<file path="config.mk">
export PLATFORM = sky130hd
export DESIGN_NAME = sdfm_intctl
export DESIGN_NICKNAME = d
export VERILOG_FILES = /design/src/rtl/sdfm_int_pkg.sv /design/src/rtl/sdfm_int_src.sv /design/src/rtl/sdfm_intctl.sv
export SDC_FILE = /design/constraint.sdc
export NUM_CORES = 1
export LEC_CHECK = 0
export ABC_AREA = 1
export BUFFER_PORTS_ARGS = -buffer_cell sky130_fd_sc_hd__buf_2
export CAP_MARGIN = 30
export CORE_ASPECT_RATIO = 0.8
export CORE_MARGIN = 2
export CORE_UTILIZATION = 35
export CTS_CLUSTER_SIZE = 24
export DETAILED_ROUTE_END_ITERATION = 10
export HOLD_SLACK_MARGIN = 0.06
export PLACE_DENSITY = 0.7
export SLEW_MARGIN = 20
export SYNTH_ARGS = -nofsm -noshare
export SYNTH_HDL_FRONTEND = slang
export SYNTH_SLANG_ARGS = --single-unit
export TNS_END_PERCENT = 1
</file>
<file path="constraint.sdc">
create_clock -name SYSCLK -period 1.2 [get_ports SYSCLK]
set_input_delay 0.12 -clock SYSCLK [delete_from_list [all_inputs] [get_ports SYSCLK]]
set_output_delay 0.12 -clock SYSCLK [all_outputs]
set_load 0.03 [all_outputs]
</file>
<file path="src/rtl/sdfm_int_pkg.sv">
// Shared constants for the sigma-delta interrupt controller: flag slot map and MIF state encoding.
// No logic, so no latency and no backpressure.
// Slot 7 of each channel is reserved and masked off in every flag register.
package sdfm_int_pkg;
    localparam int NSRC      = 8;
    localparam int SRC_ERR   = 0;
    localparam int SRC_DRDY  = 1;
    localparam int SRC_OVR   = 2;
    localparam int SRC_CLO   = 3;
    localparam int SRC_CHI   = 4;
    localparam int SRC_FLVL  = 5;
    localparam int SRC_FFULL = 6;

    localparam logic [NSRC-1:0] FLG_MASK = 8'h7F;

    typedef enum logic {
        MIF_IDLE  = 1'b0,
        MIF_ARMED = 1'b1
    } mif_state_t;
endpackage

</file>
<file path="src/rtl/sdfm_int_src.sv">
// One channel's rising-edge detectors, sticky flags and data-ready overrun detection.
// Latency: input edge in cycle N gives flg=1 in cycle N+1.
// No backpressure; set events always win over a coincident clear.
module sdfm_int_src
    import sdfm_int_pkg::*;
(
    input  logic            clk,
    input  logic            rst,
    input  logic            detect_err,
    input  logic            filt_data_update,
    input  logic            comp_data_low,
    input  logic            comp_data_high,
    input  logic            fifo_lvlup,
    input  logic            fifo_full,
    input  logic            filtask,
    input  logic [NSRC-1:0] clr,
    output logic [NSRC-1:0] flg
);
    logic [NSRC-1:0] src;
    logic [NSRC-1:0] prev;
    logic [NSRC-1:0] set_evt;

    always_comb begin
        src            = '0;
        src[SRC_ERR]   = detect_err;
        src[SRC_DRDY]  = filt_data_update;
        src[SRC_CLO]   = comp_data_low;
        src[SRC_CHI]   = comp_data_high;
        src[SRC_FLVL]  = fifo_lvlup;
        src[SRC_FFULL] = fifo_full;
    end

    // Overrun: a new data update arrives while the previous one is still unacknowledged.
    always_comb begin
        set_evt          = src & ~prev;
        set_evt[SRC_OVR] = set_evt[SRC_DRDY] & flg[SRC_DRDY] & ~clr[SRC_DRDY] & filtask;
    end

    always_ff @(posedge clk) begin
        if (rst) begin
            prev <= '0;
            flg  <= '0;
        end else begin
            prev <= src;
            flg  <= (set_evt | (flg & ~clr)) & FLG_MASK;
        end
    end
endmodule

</file>
<file path="src/rtl/sdfm_intctl.sv">
// Collects per-channel sigma-delta status into sticky flags and drives the master interrupt flag.
// Latency: flg at N+1 after an input edge, mif/irq at N+2; irq is a 1-cycle pulse.
// No backpressure; software acknowledges via flg_clr and mif_clr write-one-to-clear pulses.
module sdfm_intctl
    import sdfm_int_pkg::*;
#(
    parameter int NCH = 4
) (
    input  logic                SYSCLK,
    input  logic                SYSRST,
    input  logic [NCH-1:0]      detect_err,
    input  logic [NCH-1:0]      filt_data_update,
    input  logic [NCH-1:0]      comp_data_low,
    input  logic [NCH-1:0]      comp_data_high,
    input  logic [NCH-1:0]      fifo_lvlup,
    input  logic [NCH-1:0]      fifo_full,
    input  logic [NCH-1:0]      reg_filtask,
    input  logic [NCH*NSRC-1:0] reg_ien,
    input  logic                reg_mie,
    input  logic [NCH*NSRC-1:0] flg_clr,
    input  logic                mif_clr,
    output logic [NCH*NSRC-1:0] flg,
    output logic                mif,
    output logic                irq
);
    mif_state_t state;
    logic       pending;

    for (genvar ch = 0; ch < NCH; ch++) begin : g_ch
        sdfm_int_src u_src (
            .clk              (SYSCLK),
            .rst              (SYSRST),
            .detect_err       (detect_err[ch]),
            .filt_data_update (filt_data_update[ch]),
            .comp_data_low    (comp_data_low[ch]),
            .comp_data_high   (comp_data_high[ch]),
            .fifo_lvlup       (fifo_lvlup[ch]),
            .fifo_full        (fifo_full[ch]),
            .filtask          (reg_filtask[ch]),
            .clr              (flg_clr[ch*NSRC +: NSRC]),
            .flg              (flg[ch*NSRC +: NSRC])
        );
    end

    assign pending = reg_mie & (|(flg & reg_ien));

    // Once armed, further flags accumulate silently until software acknowledges with mif_clr.
    always_ff @(posedge SYSCLK) begin
        if (SYSRST) begin
            state <= MIF_IDLE;
            mif   <= 1'b0;
            irq   <= 1'b0;
        end else begin
            case (state)
                MIF_IDLE: begin
                    if (pending) begin
                        state <= MIF_ARMED;
                        mif   <= 1'b1;
                        irq   <= 1'b1;
                    end else begin
                        irq   <= 1'b0;
                    end
                end
                MIF_ARMED: begin
                    irq <= 1'b0;
                    if (mif_clr) begin
                        state <= MIF_IDLE;
                        mif   <= 1'b0;
                    end
                end
                default: begin
                    state <= MIF_IDLE;
                    mif   <= 1'b0;
                    irq   <= 1'b0;
                end
            endcase
        end
    end
endmodule

</file>
Yosys cells after proc, flatten, opt, wreduce, memory -nomap -nowiden. Cells that the tools add are included.

Output and inout bits: 34. Word-level logic and storage cells: 61. Bits of input ports: 96. Flip-flop bits (word level): 55.

Reduce and logical (&&, ||, !) cells: 2. Equal/unequal tests: 2. Multiplexer cells: 7. Bitwise logic cells: 39.

Operators by type and width (count): $and 7x7->7 (8); $not 7->7 (8); $and 31x32->32 (1); $reduce_or 32->1 (1); $or 7x7->7 (4); $and 1x1->1 (13); $pmux 1 s2 (3); $not 1->1 (5); $mux 1 (4); $ne 2x2->1 const B (2); $reduce_and 2->1 (1).

Longest topological paths before layout. Gate-level depths: netlist of the first run.

Word-level depth: 6. Gate-level depth with buffers: 8. Depth with buffers taken out: 8.

Modules after synthesis. From an unflattened synthesis of the first run, not the netlist that was laid out.

Cell total of the unflattened synthesis: 275. Area, all modules: 2314.7 um^2.

Modules (own cells, without submodules): sdfm_int_src (cells each 50, instances 4, sequential area each 260.2 um^2, area an instance 490.5 um^2); sdfm_intctl (cells each 75, instances 1, sequential area each 60.1 um^2, area an instance 352.8 um^2).

Least setup slack after synthesis of the first run. Ideal clock, no wire load.

Path kind: flip-flop to flip-flop. Start: register g_ch[3].u_src.flg[4]. End: register mif. Path buffers: 0. Library setup time: 0.115 ns. Setup slack: 0.152 ns. Required time: 1.085 ns. Arrival time: 0.932 ns. Cell stages (with the launch flop): 9. Clock period less this slack: 1.048 ns. Path through: dfxtp_1 > nand2_1 > nand2_1 > nor2_1 > nand2_1 > nor2_1 > nand2_1 > nand2_1 > nand2_1.

Cells in the longest elaborated chain, start to end: 5.

Ends and longest elaborated chain: from (decl) (RTL line sdfm_int_src.sv:17) `output logic [NSRC-1:0] flg`; from (signal assigned) (RTL line sdfm_int_src.sv:45) `flg <= (set_evt | (flg & ~clr)) & FLG_MASK;`; $and 31x32->32 (RTL line sdfm_intctl.sv:45) `assign pending = reg_mie & (|(flg & reg_ien));`; $reduce_or 32->1 (RTL line sdfm_intctl.sv:45); $and 1x1->1 (RTL line sdfm_intctl.sv:45); $ne 2x2->1 (no source line); $reduce_and 2->1 (no source line); to (signal assigned) (RTL line sdfm_intctl.sv:51) `mif <= 1'b0;`; to (signal assigned) (RTL line sdfm_intctl.sv:58) `mif <= 1'b1;`; to (signal assigned) (RTL line sdfm_intctl.sv:68) `mif <= 1'b0;`; to (decl) (RTL line sdfm_intctl.sv:23) `output logic mif,`.

No other way between the ends. A chain may end at the register's enable or synchronous reset.

Worst setup path in the final report of the first run.
Start: register g_ch[1].u_src.flg[4]. End: register state.

Cells in the longest elaborated chain, start to end: 5.

Ends and longest elaborated chain: from (decl) (RTL line sdfm_int_src.sv:17); from (signal assigned) (RTL line sdfm_int_src.sv:45); $and 31x32->32 (RTL line sdfm_intctl.sv:45); $reduce_or 32->1 (RTL line sdfm_intctl.sv:45); $and 1x1->1 (RTL line sdfm_intctl.sv:45); $mux 1 (RTL line sdfm_intctl.sv:56) `if (pending) begin`; $pmux 1 s2 (RTL line sdfm_intctl.sv:54) `case (state)`; to (signal assigned) (RTL line sdfm_intctl.sv:50) `state <= MIF_IDLE;`; to (signal assigned) (RTL line sdfm_intctl.sv:57) `state <= MIF_ARMED;`; to (signal assigned) (RTL line sdfm_intctl.sv:67) `state <= MIF_IDLE;`; to (decl) (RTL line sdfm_intctl.sv:26) `mif_state_t state;`.

No other way between the ends.

==> results of run 1 <==
[power by group]
| part | internal, mW | switching, mW |
|---|---|---|
| Combinational | 0.362 | 0.418 |
| Clock | 0.676 | 0.586 |
| Sequential | 1.94 | 0.0674 |
| Total | 2.98 | 1.07 |
[sequential cells by signal, indices dropped and copies added (netlist names)]
name and cells:
irq 1, g_ch.u_src.flg 28, state 1, g_ch.u_src.prev 24, mif 1
[timing repair]
action | CTS | global route
gates resized for setup | 0 | 11
endpoints found under the setup margin | 0 | 3
endpoints found under the hold margin | 44 | 0
hold buffers | 44 | 0
[cells by family (layout without fill, tap and decap cells)]
group | count (synthesis) | count (layout) | share of synthesized area
DFF | 55 | 55 | 0.510
other | 1 | 4 | 0.00174
buffers and inverters | 62 | 224 | 0.132
and+or+nand+nor | 101 | 101 | 0.180
AOI/OAI and AO/OA | 28 | 28 | 0.177
[tightest hold or removal path, delay by kind of cell]
kind / cells / cell delay [ns]
buffers and inverters: 1 / 0.08
AO/OA/AOI/OAI: 1 / 0.09
AND/OR/NAND/NOR: 1 / 0.07
[final timing paths]
path,from,endpoint,slack [ns],cells past startpoint
setup reg to reg,g_ch[1].u_src.flg[4],state,0.15,8
hold / removal,reg_filtask[0],g_ch[0].u_src.flg[2],0.08,3
setup / recovery,g_ch[1].u_src.flg[4],state,0.15,8
hold reg to reg,g_ch[1].u_src.prev[6],g_ch[1].u_src.flg[6],0.43,1
[per-layer routing]
layer / share of wire / vias to the layer above
met5: 0 / -
met4: 0.021 / 0
met3: 0.076 / 12
met2: 0.48 / 78
met1: 0.43 / 925
li1: - / 1085
[cell usage in the layout (no fill, tap or decap), drive strengths merged, types with 4 or more instances in the layout]
| cell | synthesis | layout |
|---|---|---|
| buf | 10 | 120 |
| nor2 | 28 | 28 |
| nand2 | 70 | 70 |
| clkbuf | 0 | 6 |
| dlygate4sd3 | 0 | 44 |
| dfxtp | 55 | 55 |
| o32ai | 20 | 20 |
| inv | 52 | 52 |
| a32oi | 4 | 4 |
| conb | 1 | 4 |
| o21a | 4 | 4 |
[final cells by class]
class                      count  area, um2
tap                           81        101
fill                         548       2560
timing repair buffer         164       1050
inverter                      52        198
sequential                    55       1100
multi-input combinational    133        808
clock inverter                 2       35.0
clock buffer                   6       82.6
==> impl_metrics.json, run 1 <==
{
  "status": "finished clean",
  "ant_nets": 0,
  "grt_max_degree": 27,
  "core_um2": 5940,
  "rsz0062_at_grt": "false",
  "clkTransAtPathRegs_ns": 0.10,
  "synth_cells": 247,
  "boundaryPins": 130,
  "ys_warn_count": 0,
  "cp_top_family": "simple AND/OR/NAND/NOR gates",
  "met1_usage": 0.190,
  "synth.area.top_cells": "dfxtp_1, o32ai_2, nand2_1",
  "clock-sinks": 55,
  "place.gp.congestion": 0.785,
  "worst_slack_ns": 0.150,
  "peakVddDrop_uv": 758,
  "antenna_found_initial": 0,
  "grt-busiest-layer": "met2",
  "cp_slowest_cell": "dfxtp_2",
  "slew_viol_final": 0,
  "final-hold-violation-count": 0,
  "path_class": "reg -> reg",
  "fin_util": 0.568,
  "final.min_clock_period_ns": 1.05,
  "arrival_ns": 1.26,
  "place_hpwl_um": 3790,
  "power.total_mw": 4.05,
  "whs_ns": 0.0811,
  "dpl.cell_count": 441,
  "synth_edf_count": 0,
  "critPathCaptureType": "flip-flop",
  "final_area_um2": 3380,
  "grt_pass1_vias": 1994,
  "skew_ns": 0.00568,
  "die_w_um": 91.8,
  "rows": 25,
  "die_h_um": 74.3,
  "die-area_um2": 6820,
  "nets": 507,
  "slowest_delay_ns": 0.34,
  "antenna_cells": 0,
  "total_leakage_power_nw": 1.81,
  "use_met3": 0.0486,
  "layout-area-overhead-vs-synth_pct": 56.3,
  "max_freq_mhz": 952,
  "ys.flop_type": "dfxtp_1",
  "grt_pass1_wl_um": 8690,
  "grt_usage": 0.163,
  "synth_most_common_cell": "nand2_1",
  "cts_root_buffer": "clkbuf_8",
  "post_cts_buffers": 0,
  "cp_max_fo": 3,
  "drt_pass1_iterations": 4,
  "yosys.area.top_type": "dfxtp_1",
  "worstPathCellList": "nand2_1, nand2_2, nor2_4, nand2_1, nor2_2, nand2_1, nand2_2, nand2_1",
  "cts_tree": "yes",
  "power_density_nw_per_um2": 1200,
  "synth_cell_type_count": 16,
  "netlist_area_um2": 2160,
  "seq_area_frac_synth": 0.510,
  "htreeDepth": 2,
  "synthArstFlopShare": 0,
  "cp_data_required_time_ns": 1.41,
  "tns_ns": 0,
  "hold_class": "in -> reg",
  "initial_core_util": 0.364,
  "cts_buffers": 5,
  "drt-total-wl_um": 5500,
  "layout-drive-gt1-share": 0.383,
  "path_buf_inv": 0,
  "worst_setup_path_start_kind": "flip-flop",
  "cap_viol_max_count": 0,
  "wl_per_cell_um": 11.2,
  "met2_usage": 0.292,
  "synth_commonest_cells": "nand2_1, dfxtp_1, inv_1",
  "viasPerCell": 4.26,
  "yosysTopAreaCellShare": 0.510,
  "dp_slack_ns": 0.0420,
  "final_cells": 493,
  "setup_viol": 0,
  "clkLatencyLatePin_ns": 0.31,
  "drc_errors": 0,
  "place.port_buffers": 117,
  "drtIter0Drc": 58,
  "clk_path_buf_depth": 2,
  "vias": 2100,
  "ys_ff_latch": 55,
  "cp_common_cell": "nand2_1",
  "grt_overflow_total": 0,
  "dpl_cell_area_um2": 2790,
  "min_period_over_period": 0.875,
  "synth.avg_cell_area_um2": 8.75
}
Power figures use the tool's default switching activity.
==> run 2: changes to the inputs <==
--- a/config.mk
+++ b/config.mk
@@ -8,13 +8,16 @@
 export ABC_AREA = 1
 export BUFFER_PORTS_ARGS = -buffer_cell sky130_fd_sc_hd__buf_2
 export CAP_MARGIN = 30
+export CELL_PAD_IN_SITES_DETAIL_PLACEMENT = 0
+export CELL_PAD_IN_SITES_GLOBAL_PLACEMENT = 1
 export CORE_ASPECT_RATIO = 0.8
 export CORE_MARGIN = 2
-export CORE_UTILIZATION = 35
+export CORE_UTILIZATION = 30
 export CTS_CLUSTER_SIZE = 24
 export DETAILED_ROUTE_END_ITERATION = 10
 export HOLD_SLACK_MARGIN = 0.06
-export PLACE_DENSITY = 0.7
+export PLACE_DENSITY = 0.83
+export RECOVER_POWER = 25
 export SLEW_MARGIN = 20
 export SYNTH_ARGS = -nofsm -noshare
 export SYNTH_HDL_FRONTEND = slang
==> run 2 against run 1 <==
Compared with the run above:
- combinational power is 0.9% lower
- final area hardly changed
- setup slack worse by 0.022 ns
- first-iteration DRC count is 28% lower
- maximum frequency is 2.1% lower
- clock power hardly changed
- routed wire length is 0.18% lower
==> impl_metrics.json, run 2 (same netlist as run 1, synthesis figures left out) <==
{
  "status": "finished clean",
  "nets": 506,
  "switchingPower_mw": 1.06,
  "slew_viol_final": 0,
  "drtIter0Drc": 42,
  "final_common_cell": "buf_2",
  "cp_max_fo": 3,
  "die_w_um": 98.9,
  "hold_depth": 3,
  "worst_setup_path_start_kind": "flip-flop",
  "min_period_over_period": 0.894,
  "final_area_um2": 3380,
  "peakVddDrop_uv": 516,
  "combPwrFrac": 0.191,
  "grt_max_degree": 27,
  "drt-total-wl_um": 5490,
  "power.total_mw": 4.04,
  "drt_pass1_iterations": 4,
  "grt_overflow_total": 0,
  "viasPerCell": 4.17,
  "layout-area-overhead-vs-synth_pct": 56.4,
  "clock-sinks": 55,
  "top_regs": "g_ch.u_src.flg x28, g_ch.u_src.prev x24",
  "clkLatencyLatePin_ns": 0.30,
  "final.min_clock_period_ns": 1.07,
  "setup_viol": 0,
  "drc_errors": 0,
  "clk_path_buf_depth": 2,
  "htreeDepth": 2,
  "met2_usage": 0.245,
  "clockPowerShare": 0.312,
  "grt_usage": 0.140,
  "arrival_ns": 1.28,
  "use_met3": 0.0455,
  "fillCellCount": 663,
  "grt_pass1_vias": 2035,
  "total_leakage_power_nw": 1.81,
  "place.gp.congestion": 0.709,
  "met1_usage": 0.165,
  "final-hold-violation-count": 0,
  "whs_ns": 0.0726,
  "cts_tree": "yes",
  "cts_root_buffer": "clkbuf_8",
  "largest-register": "g_ch.u_src.flg",
  "initial_core_util": 0.312,
  "boundaryPins": 130,
  "critPathCaptureType": "flip-flop",
  "p_int_mw": 2.98,
  "wl_per_cell_um": 11.0,
  "clkTransAtPathRegs_ns": 0.09,
  "grt_pass1_wl_um": 8800,
  "tns_ns": 0,
  "max_freq_mhz": 933,
  "layout-drive-gt1-share": 0.360,
  "fin_util": 0.488,
  "vias": 2076,
  "place_hpwl_um": 3980,
  "r2r_cells": 8,
  "layout_common_cells": "buf_2, nand2_1, dfxtp_1",
  "core_um2": 6930,
  "antenna_found_initial": 0,
  "p_sw_frac": 0.262,
  "skew_ns": 0.00381,
  "path_class": "reg -> reg",
  "cp_data_required_time_ns": 1.41,
  "die_h_um": 79.9,
  "power_density_nw_per_um2": 1190,
  "rows": 27,
  "ant_nets": 0,
  "largest_register_ff_count": 28,
  "dpl_cell_area_um2": 2820,
  "place.port_buffers": 117,
  "hold_class": "in -> reg",
  "antenna_cells": 0,
  "power.share.sequential": 0.497,
  "die-area_um2": 7900,
  "cap_viol_max_count": 0,
  "cts_buffers": 5,
  "grt-busiest-layer": "met2",
  "rsz0062_at_grt": "false"
}
## run 2: cell types whose count changed in the layout (fill, tap and decap cells not counted)
| cell | delta |
|---|---|
| dfxtp_1 | +3 |
| buf_12 | +2 |
| nor2_1 | +3 |
| dfxtp_2 | -3 |
| nand2_1 | +3 |
| nor2_4 | -1 |
| nand2_2 | -3 |
| buf_4 | -3 |
| nor2_2 | -2 |
## run 2: area by class of cell
cell class / count / area [um2] / share of cell area
clock buffer: 6 / 82.6 / 0.0244
clock inverter: 2 / 35.0 / 0.0104
timing repair buffer: 163 / 1070 / 0.315
multi-input combinational: 133 / 788 / 0.233
sequential: 55 / 1100 / 0.326
tap: 87 / 109 / 0.0322
inverter: 52 / 198 / 0.0585
## run 2: power by group through the flow
stage	sequential, mW	combinational [mW]	clock, mW
after global routing	2.02	0.851	1.40
after floorplan	2.18	0.275	0
after detailed placement	2.05	0.669	0
after CTS	2.01	0.785	1.33
after global placement	2.04	0.664	0
final	2.01	0.773	1.26
## run 2: critical path, stage by stage (launching register included)
cell	delay (ns)
dfxtp_1	0.34
nand2_1	0.07
nand2_1	0.05
nor2_1	0.12
nand2_1	0.06
nor2_1	0.13
nand2_1	0.07
nand2_1	0.09
nand2_1	0.05
## run 2: worst paths after layout
path,to,slack (ns),from
setup / recovery,state,0.13,g_ch[0].u_src.flg[0]
hold reg to reg,g_ch[3].u_src.flg[4],0.43,g_ch[3].u_src.prev[4]
setup reg to reg,state,0.13,g_ch[0].u_src.flg[0]
hold / removal,g_ch[3].u_src.flg[4],0.07,comp_data_high[3]
## run 2: stage by stage
step,instances,setup slack (ns)
floorplan,250,0.152
global placement,446,0.0736
detailed placement,446,0.0455
CTS,499,0.0195
global route,498,0.00537
finish,498,0.128
## run 2: what timing repair did
| action | in CTS | in global routing |
|---|---|---|
| setup endpoints to repair | 0 | 4 |
| endpoints found under the hold margin | 44 | 0 |
| hold buffers | 45 | 0 |
| gates resized for setup | 0 | 1 |
| buffers inserted | 0 | 0 |
## run 2: per-layer routing
metal  vias to the layer above  share of wire
met5                         -              0
met3                         7          0.080
li1                       1081              -
met1                       910           0.44
met2                        78           0.47
met4                         0          0.010
